==> src/rtl/vga_screen_mux_if.sv <==
// vga_screen_mux_if -- bundle of VGA source and output signals for vga_screen_mux.
//
// Purpose: groups the per-source VGA timing/pixel inputs, the screen request,
// and the registered output bundle plus status into one interface.
//
// Signals:
//   sel_req      requested screen index (master -> mux)
//   src_hcount   per-source horizontal counter, N_SRC x HV_W
//   src_vcount   per-source vertical counter, N_SRC x HV_W
//   src_hsync/src_hblnk/src_vsync/src_vblnk  per-source sync/blank flags
//   src_rgb      per-source pixel colour, N_SRC x RGB_W
//   out_*        registered VGA bundle of the applied source (mux -> master)
//   sel_cur      currently applied source index
//   busy         high while a switch is pending or blanking
//   switch_done  one-cycle pulse when a switch completes
//
// Modports: master drives sources and the request; slave is the mux.

interface vga_screen_mux_if #(
  parameter int N_SRC = 3,
  parameter int HV_W  = 11,
  parameter int RGB_W = 12
);
  localparam int SEL_W = $clog2(N_SRC);

  logic [SEL_W-1:0]             sel_req;
  logic [N_SRC-1:0][HV_W-1:0]   src_hcount;
  logic [N_SRC-1:0][HV_W-1:0]   src_vcount;
  logic [N_SRC-1:0]             src_hsync;
  logic [N_SRC-1:0]             src_hblnk;
  logic [N_SRC-1:0]             src_vsync;
  logic [N_SRC-1:0]             src_vblnk;
  logic [N_SRC-1:0][RGB_W-1:0]  src_rgb;

  logic [HV_W-1:0]              out_hcount;
  logic [HV_W-1:0]              out_vcount;
  logic                         out_hsync;
  logic                         out_hblnk;
  logic                         out_vsync;
  logic                         out_vblnk;
  logic [RGB_W-1:0]             out_rgb;
  logic [SEL_W-1:0]             sel_cur;
  logic                         busy;
  logic                         switch_done;

  modport master (
    output sel_req, src_hcount, src_vcount, src_hsync, src_hblnk,
           src_vsync, src_vblnk, src_rgb,
    input  out_hcount, out_vcount, out_hsync, out_hblnk, out_vsync,
           out_vblnk, out_rgb, sel_cur, busy, switch_done
  );

  modport slave (
    input  sel_req, src_hcount, src_vcount, src_hsync, src_hblnk,
           src_vsync, src_vblnk, src_rgb,
    output out_hcount, out_vcount, out_hsync, out_hblnk, out_vsync,
           out_vblnk, out_rgb, sel_cur, busy, switch_done
  );
endinterface

==> src/rtl/vga_screen_mux.sv <==
// vga_screen_mux -- frame-synchronous selector between N_SRC VGA screens.
//
// Purpose: forwards the VGA bundle of the applied source with one cycle of
// register latency. A new screen request is only applied on a rising edge of
// the applied source's vblank, after which BLANK_FRAMES black frames of the
// new source are emitted before normal pixels resume.
//
// Ports:
//   clk_40  the only clock, rising edge
//   rst     synchronous, active-high reset
//   bus     vga_screen_mux_if.slave: sources, request, outputs, status
//
// Parameters:
//   N_SRC (2..8), HV_W, RGB_W, BLANK_FRAMES (0..15)

module vga_screen_mux #(
  parameter int N_SRC        = 3,
  parameter int HV_W         = 11,
  parameter int RGB_W        = 12,
  parameter int BLANK_FRAMES = 1
) (
  input  logic             clk_40,
  input  logic             rst,
  vga_screen_mux_if.slave  bus
);

  localparam int              SEL_W     = $clog2(N_SRC);
  localparam logic [SEL_W:0]  N_SRC_L   = N_SRC[SEL_W:0];
  localparam int              BF_LAST_I = (BLANK_FRAMES > 0) ? BLANK_FRAMES - 1 : 0;
  localparam logic [3:0]      BF_LAST   = BF_LAST_I[3:0];

  typedef enum logic [1:0] {
    SHOW    = 2'd0,
    PENDING = 2'd1,
    BLANK   = 2'd2
  } state_t;

  state_t           state;
  state_t           state_nx;
  logic [SEL_W-1:0] sel_eff;
  logic [SEL_W-1:0] sel_cur_q;
  logic             vblnk_q;
  logic [3:0]       frame_cnt;
  logic             frame_edge;
  logic             do_switch;
  logic             done_nx;
  logic             cnt_clr;
  logic             cnt_inc;

  // Out-of-range requests fall back to screen 0.
  assign sel_eff = ({1'b0, bus.sel_req} >= N_SRC_L) ? '0 : bus.sel_req;

  // Frame edge = rising vblank of the applied source.
  assign frame_edge = bus.src_vblnk[sel_cur_q] & ~vblnk_q;

  // State register.
  // NOTE: sequential state uses non-blocking assignments so every register
  // samples pre-edge values regardless of block ordering.
  always_ff @(posedge clk_40) begin
    if (rst) state <= SHOW;
    else     state <= state_nx;
  end

  // Next-state and control decode.
  // NOTE: every output of this block gets a default first; a path that left
  // one unassigned would infer a latch.
  always_comb begin
    state_nx  = state;
    do_switch = 1'b0;
    done_nx   = 1'b0;
    cnt_clr   = 1'b0;
    cnt_inc   = 1'b0;
    case (state)
      SHOW: begin
        // A request seen on a frame edge still waits for the next edge,
        // since the edge is only acted on from PENDING.
        if (sel_eff != sel_cur_q) state_nx = PENDING;
      end
      PENDING: begin
        if (sel_eff == sel_cur_q) begin
          state_nx = SHOW;                  // request withdrawn
        end else if (frame_edge) begin
          do_switch = 1'b1;
          if (BLANK_FRAMES == 0) begin
            state_nx = SHOW;
            done_nx  = 1'b1;
          end else begin
            state_nx = BLANK;
            cnt_clr  = 1'b1;
          end
        end
      end
      BLANK: begin
        // Request changes are ignored here; SHOW picks them up afterwards.
        if (frame_edge) begin
          cnt_inc = 1'b1;
          if (frame_cnt == BF_LAST) begin
            state_nx = SHOW;
            done_nx  = 1'b1;
          end
        end
      end
      default: state_nx = SHOW;
    endcase
  end

  // Datapath: output bundle, applied index, edge detector, frame counter.
  always_ff @(posedge clk_40) begin
    if (rst) begin
      sel_cur_q       <= '0;
      vblnk_q         <= 1'b0;
      frame_cnt       <= '0;
      bus.switch_done <= 1'b0;
      bus.out_hcount  <= '0;
      bus.out_vcount  <= '0;
      bus.out_hsync   <= 1'b0;
      bus.out_hblnk   <= 1'b0;
      bus.out_vsync   <= 1'b0;
      bus.out_vblnk   <= 1'b0;
      bus.out_rgb     <= '0;
    end else begin
      bus.out_hcount  <= bus.src_hcount[sel_cur_q];
      bus.out_vcount  <= bus.src_vcount[sel_cur_q];
      bus.out_hsync   <= bus.src_hsync[sel_cur_q];
      bus.out_hblnk   <= bus.src_hblnk[sel_cur_q];
      bus.out_vsync   <= bus.src_vsync[sel_cur_q];
      bus.out_vblnk   <= bus.src_vblnk[sel_cur_q];
      bus.out_rgb     <= (state == BLANK) ? '0 : bus.src_rgb[sel_cur_q];
      bus.switch_done <= done_nx;

      if (do_switch) begin
        sel_cur_q <= sel_eff;
        // Prime the detector with the new source's level so its current
        // vblank state does not read as an edge next cycle.
        vblnk_q   <= bus.src_vblnk[sel_eff];
      end else begin
        vblnk_q   <= bus.src_vblnk[sel_cur_q];
      end

      if (cnt_clr)      frame_cnt <= '0;
      else if (cnt_inc) frame_cnt <= frame_cnt + 4'd1;
    end
  end

  assign bus.sel_cur = sel_cur_q;
  assign bus.busy    = (state != SHOW);

endmodule

==> src/flat_wrapper.sv <==
// flat-port wrapper written by rule: the top's interface ports become plain ports
module vga_screen_mux_flat 
#(
  parameter int N_SRC        = 3,
  parameter int HV_W         = 11,
  parameter int RGB_W        = 12,
  parameter int BLANK_FRAMES = 1
)
  (clk_40, rst, bus_sel_req, bus_src_hcount, bus_src_vcount, bus_src_hsync, bus_src_hblnk, bus_src_vsync, bus_src_vblnk, bus_src_rgb, bus_out_hcount, bus_out_vcount, bus_out_hsync, bus_out_hblnk, bus_out_vsync, bus_out_vblnk, bus_out_rgb, bus_sel_cur, bus_busy, bus_switch_done);
  vga_screen_mux_if #(.N_SRC(N_SRC), .HV_W(HV_W), .RGB_W(RGB_W)) bus_i ();
  input  logic clk_40;
  input  logic rst;
  input wire logic [$bits(bus_i.sel_req)-1:0] bus_sel_req;
  input wire logic [$bits(bus_i.src_hcount)-1:0] bus_src_hcount;
  input wire logic [$bits(bus_i.src_vcount)-1:0] bus_src_vcount;
  input wire logic [$bits(bus_i.src_hsync)-1:0] bus_src_hsync;
  input wire logic [$bits(bus_i.src_hblnk)-1:0] bus_src_hblnk;
  input wire logic [$bits(bus_i.src_vsync)-1:0] bus_src_vsync;
  input wire logic [$bits(bus_i.src_vblnk)-1:0] bus_src_vblnk;
  input wire logic [$bits(bus_i.src_rgb)-1:0] bus_src_rgb;
  output wire logic [$bits(bus_i.out_hcount)-1:0] bus_out_hcount;
  output wire logic [$bits(bus_i.out_vcount)-1:0] bus_out_vcount;
  output wire logic [$bits(bus_i.out_hsync)-1:0] bus_out_hsync;
  output wire logic [$bits(bus_i.out_hblnk)-1:0] bus_out_hblnk;
  output wire logic [$bits(bus_i.out_vsync)-1:0] bus_out_vsync;
  output wire logic [$bits(bus_i.out_vblnk)-1:0] bus_out_vblnk;
  output wire logic [$bits(bus_i.out_rgb)-1:0] bus_out_rgb;
  output wire logic [$bits(bus_i.sel_cur)-1:0] bus_sel_cur;
  output wire logic [$bits(bus_i.busy)-1:0] bus_busy;
  output wire logic [$bits(bus_i.switch_done)-1:0] bus_switch_done;
  assign bus_i.sel_req = bus_sel_req;
  assign bus_i.src_hcount = bus_src_hcount;
  assign bus_i.src_vcount = bus_src_vcount;
  assign bus_i.src_hsync = bus_src_hsync;
  assign bus_i.src_hblnk = bus_src_hblnk;
  assign bus_i.src_vsync = bus_src_vsync;
  assign bus_i.src_vblnk = bus_src_vblnk;
  assign bus_i.src_rgb = bus_src_rgb;
  assign bus_out_hcount = bus_i.out_hcount;
  assign bus_out_vcount = bus_i.out_vcount;
  assign bus_out_hsync = bus_i.out_hsync;
  assign bus_out_hblnk = bus_i.out_hblnk;
  assign bus_out_vsync = bus_i.out_vsync;
  assign bus_out_vblnk = bus_i.out_vblnk;
  assign bus_out_rgb = bus_i.out_rgb;
  assign bus_sel_cur = bus_i.sel_cur;
  assign bus_busy = bus_i.busy;
  assign bus_switch_done = bus_i.switch_done;
  vga_screen_mux #(.N_SRC(N_SRC), .HV_W(HV_W), .RGB_W(RGB_W), .BLANK_FRAMES(BLANK_FRAMES)) u_core (.clk_40(clk_40), .rst(rst), .bus(bus_i));
endmodule
==> config.mk <==
export PLATFORM = sky130hd
export DESIGN_NAME = vga_screen_mux_flat
export DESIGN_NICKNAME = d
export VERILOG_FILES = /design/src/rtl/vga_screen_mux_if.sv /design/src/rtl/vga_screen_mux.sv /design/src/flat_wrapper.sv
export SDC_FILE = /design/constraint.sdc
export NUM_CORES = 1
export LEC_CHECK = 0
export BUFFER_PORTS_ARGS = -buffer_cell sky130_fd_sc_hd__clkbuf_2
export CORE_UTILIZATION = 44
export DETAILED_ROUTE_END_ITERATION = 10
export PLACE_DENSITY = 0.88
export REMOVE_ABC_BUFFERS = 1
export SETUP_SLACK_MARGIN = 0.5
export SLEW_MARGIN = 30
export SYNTH_ARGS = -nofsm -noshare
export SYNTH_HDL_FRONTEND = slang
export SYNTH_SLANG_ARGS = --single-unit
==> constraint.sdc <==
create_clock -name clk_40 -period 4.18 [get_ports clk_40]
set_input_delay 0.209 -clock clk_40 [delete_from_list [all_inputs] [get_ports clk_40]]
set_output_delay 0.209 -clock clk_40 [all_outputs]
set_load 0.01 [all_outputs]
==> insert_results.sql, run 1 <==
INSERT INTO impl_metrics (metric_group, metric, value, unit) VALUES
('floorplanning', 'die-height', '74.2', 'µm'),
('setup_path', 'timing.critical_path.required', '4.41', 'ns'),
('clocking', 'postCtsSetupRepairBufs', '0', ''),
('final_layout', 'most-common-layout-cells', 'sky130_fd_sc_hd__clkbuf_2, sky130_fd_sc_hd__nor2_1, sky130_fd_sc_hd__dfxtp_1', ''),
('global_routing', 'globalRouteTotalUtil', '0.232', ''),
('power', 'static-leakage-power', '1.55', 'nW'),
('drt', 'antenna_violating_nets_post_route', '0', ''),
('clocking', 'clock_tree.htree_level_count', '2', ''),
('placement', 'gp_routability_congestion', '0.796', ''),
('clocking', 'clk_root_buffer_cell', 'sky130_fd_sc_hd__clkbuf_8', ''),
('synthesis', 'yosysWarnings', '0', ''),
('clocking', 'postCtsResizedCells', '0', ''),
('placement', 'io_buffers', '159', ''),
('power', 'p_per_area', '288', 'nW/µm²'),
('synthesis', 'mappedNetlistArea', '2290', 'µm²'),
('clocking', 'tritoncts', 'built', ''),
('placement', 'place_inst', '485', ''),
('sta', 'min_period_over_period', '0.620', ''),
('sta', 'relSlewSlack', '0.447', ''),
('worst_hold_path', 'timing.hold.worst.class', 'input pin to flop', ''),
('sta', 'achievable-frequency', '386', 'MHz'),
('sta', 'final.hold.worst_slack', '0.131', 'ns'),
('clocking', 'post_cts_hold_buffer_count', '0', ''),
('setup_path', 'critical_path.max_fanout', '25', ''),
('setup_path', 'timing.rr.start', 'u_core.bus.sel_cur[1]', ''),
('global_routing', 'wire_length_of_the_first_global_routing_pass', '9740', 'µm'),
('status', 'run_status', 'finished, final reports clean', ''),
('floorplanning', 'starting_utilization_of_the_core_area', '0.469', ''),
('global_routing', 'antenna_found_initial', '0', ''),
('setup_path', 'timing.critical_path.to', 'u_core.bus.out_hcount[10]', ''),
('final_layout', 'area_growth', '39.5', '%'),
('drt', 'vias_per_cell', '4.96', ''),
('drt', 'drt_wl_total', '6100', 'µm'),
('synthesis', 'ys_seq_elements', '48', ''),
('sta', 'rsz0062_at_grt', 'false', ''),
('floorplanning', 'num_io_pins', '160', ''),
('clocking', 'cts_buffer_depth', '2', ''),
('setup_path', 'r2r_end', 'u_core.bus.out_hcount[10]', ''),
('final_layout', 'antenna-diode-count', '0', ''),
('synthesis', 'netlist_instances', '275', ''),
('synthesis', 'synthesis.area_per_instance', '8.33', 'µm²'),
('sta', 'setup_viol', '0', ''),
('clocking', 'worst_skew_late_latency', '0.30', 'ns'),
('setup_path', 'rr_worst_depth', '5', ''),
('setup_path', 'worst-setup-path-type', 'flop to flop', ''),
('power', 'irDropWorstVdd', '0.000180', 'V'),
('setup_path', 'worstSetupStartpoint', 'u_core.bus.sel_cur[1]', ''),
('floorplanning', 'design.die.area', '5500', 'µm²'),
('global_routing', 'grt_overflow', '0', ''),
('synthesis', 'post_synthesis_cell_type_count', '31', ''),
('sta', 'finalClockSkew', '0.00662', 'ns'),
('final_layout', 'layout_commonest_cell', 'sky130_fd_sc_hd__clkbuf_2', ''),
('sta', 'maxSlewViolCount', '0', ''),
('drt', 'vias', '2447', ''),
('global_routing', 'grt_pass1_vias', '2326', ''),
('setup_path', 'timing.reg2reg.setup_slack', '1.59', 'ns'),
('sta', 'finalWorstPathRequiredPeriod', '2.59', 'ns'),
('synthesis', 'synth.yosys.seq_area_share', '0.419', ''),
('global_routing', 'grt_max_degree', '41', ''),
('final_layout', 'layout.cells.non_filler', '493', ''),
('sta', 'timing.final.hold_violations', '0', ''),
('clocking', 'clkTransAtPathRegs', '0.08', 'ns'),
('setup_path', 'timing.critical_path.arrival', '2.82', 'ns'),
('sta', 'tightestPinTransition', '0.825', 'ns'),
('setup_path', 'crit_path_start_kind', 'flop', ''),
('floorplanning', 'row_count', '25', ''),
('floorplanning', 'dieWidth', '74.2', 'µm'),
('final_layout', 'final_layout_size_suffix_gt1_frac', '0.415', ''),
('drt', 'remaining_drc_errors', '0', ''),
('final_layout', 'finalNetCount', '545', ''),
('drt', 'dr.first_iter.drc_count', '101', ''),
('clocking', 'cts-buffers-inserted', '5', ''),
('drt', 'number_of_optimization_iterations_in_the_first_detailed_route_pass', '4', ''),
('placement', 'detailed_place_hpwl', '4780', 'µm'),
('clocking', 'clock_sink_count', '48', ''),
('floorplanning', 'coreArea', '4880', 'µm²'),
('sta', 'finalSetupTns', '0', 'ns'),
('flow_run', 'timing.max_cap.violations', '0', ''),
('setup_path', 'critical_path.endpoint_type', 'flop', ''),
('drt', 'wire_per_inst', '12.4', 'µm');
## worst min path at each step
stage	startpoint	endpoint	slack, ns	cells past startpoint
finish	bus_src_rgb[34]	u_core.bus.out_rgb[10]	0.13	3
detailed placement	bus_src_hcount[22]	u_core.bus.out_hcount[0]	0.44	3
global route	bus_src_rgb[24]	u_core.bus.out_rgb[0]	0.13	3
floorplan	rst	u_core.state[1]	0.28	1
CTS	bus_src_hcount[22]	u_core.bus.out_hcount[0]	0.12	3
global placement	bus_src_hcount[22]	u_core.bus.out_hcount[0]	0.43	3
## metal layers
| metal | vias to the layer above | GRT usage | wire (µm) |
|---|---|---|---|
| li1 | 1231 | - | - |
| met3 | 11 | 0.0583 | 431 |
| met4 | 0 | 0.103 | 121 |
| met1 | 1083 | 0.238 | 2480 |
| met2 | 122 | 0.440 | 3060 |
| met5 | - | 0 | 0 |
## metrics by stage
stage | worst slack (ns) | total power [mW] | utilization | cell area, µm²
2_1_floorplan | 1.23 | 0.569 | - | 2200
3_3_place_gp | 1.73 | 0.659 | 0.637 | 3110
3_5_place_dp | 1.61 | 0.664 | 0.637 | 3110
4_1_cts | 1.58 | 0.933 | 0.655 | 3200
5_1_grt | 1.35 | 0.969 | 0.655 | 3200
6_report | 1.59 | 0.919 | 0.655 | 3200
## Yosys cell counts (all sizes together)
cell     n  area share
a21boi   1      0.0033
buf      8       0.020
and4bb   1      0.0055
a21o     1      0.0033
o31ai    2      0.0066
o41ai    1      0.0071
nor2b    3      0.0082
dfxtp   48        0.42
or2      1      0.0027
mux2     3       0.015
nand2    5      0.0082
nor4bb   2      0.0087
nand2b   4       0.011
clkbuf  11       0.018
a311o    1      0.0044
mux2i   39        0.17
nor3     1      0.0022
nand3    3      0.0066
a21oi   43       0.096
ha       2       0.011
o21ai    5       0.011
or4      3      0.0098
nor2    79        0.13
a211oi   1      0.0033
inv      5      0.0082
nor4     2       0.012
## power breakdown
part | internal, mW | switching (mW) | leakage (nW)
clock network | 0.120 | 0.147 | 0.0424
logic | 0.0831 | 0.0803 | 1.11
registers | 0.480 | 0.00839 | 0.398
total | 0.683 | 0.236 | 1.55
## kinds of logic after synthesis
logic type	synth area share
flops	0.419
compound gates	0.134
simple gates	0.204
mux	0.185
fa+ha+maj	0.0109
buf+inv	0.0459
## worst max-delay path, stage by stage (launching register included)
cell                      delay (ns)
sky130_fd_sc_hd__dfxtp_1        0.83
sky130_fd_sc_hd__buf_4          0.39
sky130_fd_sc_hd__nor2b_2        0.74
sky130_fd_sc_hd__buf_4          0.36
sky130_fd_sc_hd__a21oi_1        0.10
sky130_fd_sc_hd__nor2_1         0.08
## flip-flops by register name, summed over array words and instances, names as in the netlist, 2 cells and up
register,cells
u_core.bus.out_rgb,12
u_core.bus.out_hcount,11
u_core.bus.out_vcount,11
u_core.frame_cnt,4
u_core.bus.sel_cur,2
u_core.state,2
## area by class of cell
class | count | area (µm²)
Multi-Input combinational cell | 203 | 1230
Timing Repair Buffer | 162 | 818
Tap cell | 67 | 83.8
Clock buffer | 7 | 76.3
Fill cell | 427 | 1680
Inverter | 5 | 18.8
Sequential cell | 48 | 962
Clock inverter | 1 | 8.76
Note: power is estimated with default switching activity, not from simulation.
==> run 2: changes to the inputs <==
--- a/config.mk
+++ b/config.mk
@@ -5,10 +5,11 @@
 export SDC_FILE = /design/constraint.sdc
 export NUM_CORES = 1
 export LEC_CHECK = 0
+export ABC_AREA = 1
 export BUFFER_PORTS_ARGS = -buffer_cell sky130_fd_sc_hd__clkbuf_2
-export CORE_UTILIZATION = 44
+export CORE_UTILIZATION = 41
 export DETAILED_ROUTE_END_ITERATION = 10
-export PLACE_DENSITY = 0.88
+export PLACE_DENSITY = 0.83
 export REMOVE_ABC_BUFFERS = 1
 export SETUP_SLACK_MARGIN = 0.5
 export SLEW_MARGIN = 30
==> constraint.sdc (replaced) <==
create_clock -name clk_40 -period 2.7 [get_ports clk_40]
set_input_delay 0.135 -clock clk_40 [delete_from_list [all_inputs] [get_ports clk_40]]
set_output_delay 0.135 -clock clk_40 [all_outputs]
set_load 0.01 [all_outputs]
==> run 2 against run 1 <==
Sequential power increased by 61%. Synthesized cell count increased by 24%. Hold slack got worse by 0.071 ns. Critical path depth increased by 5. Count of clock-buffer cells in the layout decreased by 1. Wire length increased by 13%. Maximum frequency increased by 42%. Non-clock buffer count increased by 3.
==> insert_results.sql, run 2 <==
INSERT INTO impl_metrics (metric_group, metric, value, unit) VALUES
('status', 'run_status', 'finished, final reports clean', ''),
('sta', 'setup_viol', '0', ''),
('setup_path', 'timing.critical_path.required', '2.94', 'ns'),
('drt', 'vias_per_cell', '4.94', ''),
('placement', 'gp_routability_congestion', '0.874', ''),
('synthesis', 'synth.area.top_cells', 'sky130_fd_sc_hd__dfxtp_1, sky130_fd_sc_hd__nor2_1, sky130_fd_sc_hd__nand2_1, sky130_fd_sc_hd__a21oi_1, sky130_fd_sc_hd__o21ai_0', ''),
('drt', 'antenna_violating_nets_post_route', '0', ''),
('final_layout', 'registers.top_by_ff_count', 'u_core.bus.out_rgb', ''),
('setup_path', 'timing.reg2reg.setup_slack', '0.88', 'ns'),
('synthesis', 'post_synth_most_frequent_cells', 'sky130_fd_sc_hd__nor2_1, sky130_fd_sc_hd__nand2_1, sky130_fd_sc_hd__dfxtp_1, sky130_fd_sc_hd__a21oi_1, sky130_fd_sc_hd__o21ai_0', ''),
('setup_path', 'worst-setup-path-type', 'flop to flop', ''),
('synthesis', 'synth_top_cell_area_share', '0.419', ''),
('global_routing', 'antenna_found_initial', '0', ''),
('clocking', 'cts_buffer_depth', '2', ''),
('final_layout', 'layout_commonest_cell', 'sky130_fd_sc_hd__clkbuf_2', ''),
('final_layout', 'final_layout_size_suffix_gt1_frac', '0.377', ''),
('setup_path', 'timing.critical_path.arrival', '2.06', 'ns'),
('floorplanning', 'row_count', '26', ''),
('setup_path', 'timing.critical_path.to', 'u_core.frame_cnt[3]', ''),
('final_layout', 'area_growth', '40.9', '%'),
('clocking', 'postCtsResizedCells', '0', ''),
('synthesis', 'ys_seq_elements', '48', ''),
('final_layout', 'most-common-layout-cells', 'sky130_fd_sc_hd__clkbuf_2, sky130_fd_sc_hd__nor2_1, sky130_fd_sc_hd__nand2_1', ''),
('global_routing', 'wire_length_of_the_first_global_routing_pass', '11000', 'µm'),
('synthesis', 'post_synthesis_cell_type_count', '26', ''),
('setup_path', 'critical_path.max_fanout', '39', ''),
('clocking', 'worst_skew_late_latency', '0.30', 'ns'),
('drt', 'vias', '2785', ''),
('placement', 'io_buffers', '159', ''),
('drt', 'met3_routed_wl', '588', 'µm'),
('synthesis', 'synth_flop_cell', 'sky130_fd_sc_hd__dfxtp_1', ''),
('clocking', 'cts-buffers-inserted', '5', ''),
('clocking', 'post_cts_hold_buffer_count', '0', ''),
('floorplanning', 'dieWidth', '76.8', 'µm'),
('synthesis', 'mappedNetlistArea', '2290', 'µm²'),
('final_layout', 'footprint_of_the_multi_input_gates', '1160', 'µm²'),
('final_layout', 'antenna-diode-count', '0', ''),
('power', 'static-leakage-power', '1.68', 'nW'),
('synthesis', 'synthesis.area_per_instance', '6.73', 'µm²'),
('clocking', 'clk_root_buffer_cell', 'sky130_fd_sc_hd__clkbuf_8', ''),
('floorplanning', 'num_io_pins', '160', ''),
('placement', 'detailed_place_hpwl', '5170', 'µm'),
('flow_run', 'timing.max_cap.violations', '0', ''),
('sta', 'rsz0062_at_grt', 'false', ''),
('setup_path', 'rr_worst_depth', '10', ''),
('worst_hold_path', 'timing.hold.worst.class', 'input pin to flop', ''),
('drt', 'wire_per_inst', '12.2', 'µm'),
('global_routing', 'grt_max_degree', '40', ''),
('drt', 'number_of_optimization_iterations_in_the_first_detailed_route_pass', '4', ''),
('global_routing', 'grt_pass1_vias', '2621', ''),
('floorplanning', 'starting_utilization_of_the_core_area', '0.438', ''),
('clocking', 'clkTransAtPathRegs', '0.09', 'ns'),
('placement', 'placement.cell_area', '3130', 'µm²'),
('sta', 'achievable-frequency', '550', 'MHz'),
('sta', 'min_period_over_period', '0.674', ''),
('placement', 'detailedPlace.worstSlack', '0.893', 'ns'),
('synthesis', 'netlist_instances', '341', ''),
('clocking', 'tritoncts', 'built', ''),
('global_routing', 'grt_overflow', '0', ''),
('power', 'fin_total_pwr', '1.69', 'mW'),
('final_layout', 'largest_reg_flops', '12', ''),
('synthesis', 'yosysWarnings', '0', ''),
('drt', 'remaining_drc_errors', '0', ''),
('final_layout', 'seqCellArea', '961', 'µm²'),
('sta', 'tightestPinTransition', '0.643', 'ns'),
('final_layout', 'finalCoreUtilization', '0.617', ''),
('synthesis', 'asyncSetResetFlopFracSynth', '0', ''),
('sta', 'finalSetupTns', '0', 'ns'),
('final_layout', 'biggestRegsByFlops', 'u_core.bus.out_rgb (12), u_core.bus.out_hcount (11), u_core.bus.out_vcount (11)', ''),
('setup_path', 'worstSetupStartpoint', 'u_core.bus.sel_cur[0]', ''),
('drt', 'drt_wl_total', '6870', 'µm'),
('global_routing', 'globalRouteTotalUtil', '0.227', ''),
('synthesis', 'cell_type_with_the_largest_total_area_after_synthesis', 'sky130_fd_sc_hd__dfxtp_1', ''),
('drt', 'top_layer_used', 'met4', ''),
('sta', 'worst_slack', '0.881', 'ns'),
('setup_path', 'crit_path_start_kind', 'flop', ''),
('synthesis', 'synth.yosys.seq_area_share', '0.419', ''),
('sta', 'finalClockSkew', '0.00688', 'ns'),
('drt', 'met2RoutedLength', '3600', 'µm'),
('sta', 'relSlewSlack', '0.571', ''),
('floorplanning', 'coreArea', '5240', 'µm²'),
('final_layout', 'layout.filler_cells', '498', ''),
('final_layout', 'finalNetCount', '613', ''),
('sta', 'finalWorstPathRequiredPeriod', '1.82', 'ns'),
('clocking', 'postCtsSetupRepairBufs', '0', ''),
('setup_path', 'timing.rr.start', 'u_core.bus.sel_cur[0]', ''),
('synthesis', 'yosys.cell_count.top_type', 'sky130_fd_sc_hd__nor2_1', ''),
('power', 'p_per_area', '523', 'nW/µm²'),
('clocking', 'clock_sink_count', '48', ''),
('sta', 'maxSlewViolCount', '0', ''),
('final_layout', 'fin_area', '3230', 'µm²'),
('sta', 'timing.final.hold_violations', '0', ''),
('clocking', 'clock_tree.htree_level_count', '2', ''),
('power', 'irDropWorstVdd', '0.000273', 'V'),
('synthesis', 'synth-edff-count', '0', ''),
('setup_path', 'r2r_end', 'u_core.frame_cnt[3]', ''),
('floorplanning', 'die-height', '76.8', 'µm'),
('drt', 'wl_met1', '2560', 'µm'),
('setup_path', 'critical_path.endpoint_type', 'flop', ''),
('drt', 'dr.first_iter.drc_count', '148', ''),
('floorplanning', 'design.die.area', '5900', 'µm²');
## run 2: final cells by class
| cell class | count | area share |
|---|---|---|
| inverter | 18 | 0.0224 |
| tap | 70 | 0.0271 |
| timing repair buffer | 165 | 0.260 |
| multi-input combinational | 255 | 0.360 |
| sequential | 48 | 0.297 |
| clock buffer | 6 | 0.0224 |
| clock inverter | 2 | 0.0108 |
## run 2: critical path: stages (launching register included)
cell                       delay, ns
sky130_fd_sc_hd__dfxtp_1        0.32
sky130_fd_sc_hd__buf_4          0.21
sky130_fd_sc_hd__inv_2          0.43
sky130_fd_sc_hd__nand2_1        0.14
sky130_fd_sc_hd__nand3_2        0.12
sky130_fd_sc_hd__nand2_4        0.08
sky130_fd_sc_hd__nand2_2        0.10
sky130_fd_sc_hd__clkinv_4       0.08
sky130_fd_sc_hd__nand2_2        0.09
sky130_fd_sc_hd__nand2_2        0.08
sky130_fd_sc_hd__nor2_1         0.11
## run 2: kinds of logic after synthesis
| family | after synthesis | share of synthesized area |
|---|---|---|
| AND/OR/NAND/NOR | 170 | 0.309 |
| AO/OA/AOI/OAI | 81 | 0.178 |
| flip-flops | 48 | 0.419 |
| buffers and inverters | 38 | 0.0752 |
| adder cells (fa/ha/maj) | 2 | 0.0109 |
| XOR/XNOR | 1 | 0.00382 |
| multiplexers | 1 | 0.00436 |
## run 2: report_power, final
part           internal [mW]  switching, mW
clock                  0.275          0.236
combinational          0.171          0.223
sequential             0.767         0.0198
total                   1.21          0.479
## run 2: metrics by stage
stage,cells,hold slack (ns)
after floorplan,321,0.197
final,564,0.0603
after global routing,564,0.0608
after CTS,564,0.0555
after detailed placement,556,0.376
after global placement,556,0.373
## run 2: per-layer routing
metal	up-vias	track usage
li1	1396	-
met1	1235	0.228
met2	142	0.450
met3	12	0.0500
met5	-	0
met4	0	0.0808
## run 2: how the worst min path moves through the flow
stage,from,endpoint,slack (ns),depth (start not counted)
after floorplan,rst,u_core.state[1],0.20,1
after global placement,bus_src_rgb[25],u_core.bus.out_rgb[1],0.37,3
after detailed placement,bus_src_hcount[29],u_core.bus.out_hcount[7],0.38,3
after CTS,bus_src_hcount[29],u_core.bus.out_hcount[7],0.06,3
after global routing,bus_src_vcount[23],u_core.bus.out_vcount[1],0.06,3
final,bus_src_rgb[31],u_core.bus.out_rgb[7],0.06,3
==> run 3: changes to the inputs <==
==> constraint.sdc (replaced) <==
create_clock -name clk_40 -period 1.7 [get_ports clk_40]
set_input_delay 0.085 -clock clk_40 [delete_from_list [all_inputs] [get_ports clk_40]]
set_output_delay 0.085 -clock clk_40 [all_outputs]
set_load 0.01 [all_outputs]
==> run 3 against run 2 <==
Sequential share of layout area shrank 1.7 points. Count of clock-buffer cells in the layout is the same. Maximum frequency grew 48%. Combinational power up 78%. Global-route usage about the same. Clock skew increased by 0.0022 ns. Total power up 63%. Flip-flop and latch count is the same. Critical endpoint unchanged. Highest routed layer unchanged.
==> insert_results.sql, run 3 (synthesized netlist as in run 2, its figures left out) <==
INSERT INTO impl_metrics (metric_group, metric, value, unit) VALUES
('clocking', 'clock_sink_count', '48', ''),
('setup_path', 'critical_path.endpoint_type', 'flop', ''),
('sta', 'setup_viol', '0', ''),
('floorplanning', 'row_count', '26', ''),
('drt', 'dr.first_iter.drc_count', '111', ''),
('final_layout', 'layout.filler_cells', '450', ''),
('drt', 'drt_wl_total', '6960', 'µm'),
('clocking', 'post_cts_hold_buffer_count', '0', ''),
('flow_run', 'timing.max_cap.violations', '0', ''),
('setup_path', 'worst-setup-path-type', 'flop to flop', ''),
('setup_path', 'timing.critical_path.arrival', '1.42', 'ns'),
('clocking', 'cts-buffers-inserted', '5', ''),
('placement', 'io_buffers', '159', ''),
('floorplanning', 'starting_utilization_of_the_core_area', '0.438', ''),
('floorplanning', 'coreArea', '5240', 'µm²'),
('global_routing', 'grt_overflow', '0', ''),
('final_layout', 'registers.top_by_ff_count', 'u_core.bus.out_rgb', ''),
('sta', 'finalClockSkew', '0.00905', 'ns'),
('sta', 'finalWorstPathRequiredPeriod', '1.23', 'ns'),
('floorplanning', 'num_io_pins', '160', ''),
('clocking', 'clk_root_buffer_cell', 'sky130_fd_sc_hd__clkbuf_8', ''),
('clocking', 'clkTransAtPathRegs', '0.09', 'ns'),
('final_layout', 'biggestRegsByFlops', 'u_core.bus.out_rgb (12), u_core.bus.out_hcount (11), u_core.bus.out_vcount (11)', ''),
('sta', 'maxSlewViolCount', '0', ''),
('drt', 'antenna_violating_nets_post_route', '0', ''),
('clocking', 'tritoncts', 'built', ''),
('setup_path', 'timing.critical_path.required', '1.89', 'ns'),
('global_routing', 'wire_length_of_the_first_global_routing_pass', '11000', 'µm'),
('final_layout', 'area_growth', '50.6', '%'),
('final_layout', 'most-common-layout-cells', 'sky130_fd_sc_hd__clkbuf_2, sky130_fd_sc_hd__nor2_1, sky130_fd_sc_hd__nand2_1', ''),
('power', 'static-leakage-power', '1.77', 'nW'),
('power', 'p_per_area', '797', 'nW/µm²'),
('sta', 'timing.final.hold_violations', '0', ''),
('floorplanning', 'die-height', '76.8', 'µm'),
('final_layout', 'layout_commonest_cell', 'sky130_fd_sc_hd__clkbuf_2', ''),
('sta', 'tightestPinTransition', '0.320', 'ns'),
('global_routing', 'grt_max_degree', '38', ''),
('global_routing', 'globalRouteTotalUtil', '0.228', ''),
('setup_path', 'critical_path.max_fanout', '7', ''),
('setup_path', 'crit_path_start_kind', 'flop', ''),
('sta', 'min_period_over_period', '0.722', ''),
('drt', 'remaining_drc_errors', '0', ''),
('drt', 'vias_per_cell', '4.94', ''),
('drt', 'number_of_optimization_iterations_in_the_first_detailed_route_pass', '4', ''),
('floorplanning', 'design.die.area', '5900', 'µm²'),
('clocking', 'clock_tree.htree_level_count', '2', ''),
('floorplanning', 'dieWidth', '76.8', 'µm'),
('final_layout', 'layout.cells.non_filler', '571', ''),
('global_routing', 'grt-busiest-layer', 'met2', ''),
('clocking', 'worst_skew_late_latency', '0.29', 'ns'),
('placement', 'detailed_place_hpwl', '5160', 'µm'),
('sta', 'rsz0062_at_grt', 'true', ''),
('final_layout', 'finalNetCount', '620', ''),
('final_layout', 'finalCoreUtilization', '0.660', ''),
('final_layout', 'largest_reg_flops', '12', ''),
('clocking', 'cts_buffer_depth', '2', ''),
('sta', 'relSlewSlack', '0.787', ''),
('global_routing', 'antenna_found_initial', '0', ''),
('setup_path', 'path_cells', 'buf_12 > nand2_4 > nand2_2 > nor2_4 > nor2_4 > nand2_4 > nand2_4 > nor2_1', ''),
('placement', 'gp_routability_congestion', '0.881', ''),
('global_routing', 'met1_demand_to_capacity_share_in_global_routing', '0.240', ''),
('setup_path', 'critical_path.max_stage_delay', '0.40', 'ns'),
('global_routing', 'grt_pass1_vias', '2590', ''),
('setup_path', 'crit_path_frequent_cell', 'sky130_fd_sc_hd__nand2_4', ''),
('final_layout', 'final_layout_size_suffix_gt1_frac', '0.419', ''),
('setup_path', 'cell_with_the_biggest_individual_delay_on_the_critical_path', 'sky130_fd_sc_hd__dfxtp_4', ''),
('sta', 'achievable-frequency', '814', 'MHz'),
('status', 'run_status', 'finished, final reports clean', ''),
('sta', 'finalSetupTns', '0', 'ns'),
('final_layout', 'antenna-diode-count', '0', ''),
('power', 'irDropWorstVdd', '0.000488', 'V'),
('global_routing', 'grt_util_met2', '0.435', ''),
('global_routing', 'grt_use_met3', '0.0476', ''),
('drt', 'vias', '2821', ''),
('worst_hold_path', 'timing.hold.worst.class', 'input pin to flop', ''),
('placement', 'place_inst', '558', ''),
('drt', 'wire_per_inst', '12.2', 'µm');
## run 3: worst max-delay path: cells and delay by family (launching register included)
| family | cells | cell delay (ns) |
|---|---|---|
| buf+inv | 1 | 0.11 |
| flops | 1 | 0.40 |
| simple gates | 7 | 0.59 |
## run 3: path summary, 6_finish.rpt
| path | start | to | slack [ns] | cells after the start |
|---|---|---|---|---|
| worst max-delay path | u_core.bus.sel_cur[1] | u_core.frame_cnt[3] | 0.47 | 8 |
| worst min-delay path | bus_src_hcount[26] | u_core.bus.out_hcount[4] | 0.02 | 3 |
| worst max register to register | u_core.bus.sel_cur[1] | u_core.frame_cnt[3] | 0.47 | 8 |
| worst min register to register | u_core.state[0] | u_core.bus.switch_done | 0.53 | 1 |
## run 3: layout make-up
type,instances,area (µm²),share of cell area
Inverter,18,85.1,0.0246
Clock buffer,6,72.6,0.0210
Tap cell,70,87.6,0.0253
Timing Repair Buffer,172,945,0.273
Clock inverter,2,35.0,0.0101
Multi-Input combinational cell,255,1260,0.365
Sequential cell,48,970,0.281
## run 3: routing by layer
layer | up-vias | wire length [µm]
met3 | 18 | 508
met5 | - | 0
li1 | 1412 | -
met2 | 129 | 3570
met1 | 1262 | 2710
met4 | 0 | 170
## run 3: report_power, final
part           total [mW]  leakage [nW]  internal (mW)  switching (mW)
clock network       0.798        0.0552          0.437           0.361
registers            1.26         0.400           1.22          0.0378
logic               0.701          1.31          0.318           0.384
## run 3: through the flow
| step | setup WS (ns) | instance area, µm² | hold slack [ns] | total power [mW] |
|---|---|---|---|---|
| finish | 0.472 | 3460 | 0.0182 | 2.75 |
| global route | 0.392 | 3460 | 0.00900 | 2.90 |
| CTS | 0.485 | 3350 | 0.00580 | 2.73 |
| detailed placement | 0.282 | 3140 | 0.328 | 1.90 |
| global placement | 0.358 | 3140 | 0.324 | 1.89 |
| floorplan | -1.48 | 2190 | 0.147 | 1.59 |
## run 3: timing repair
action / in CTS / in global routing
endpoints found under the setup margin: 49 / 48
pin swaps: 1 / 12
gates resized for setup: 21 / 45
setup buffers: 4 / 1
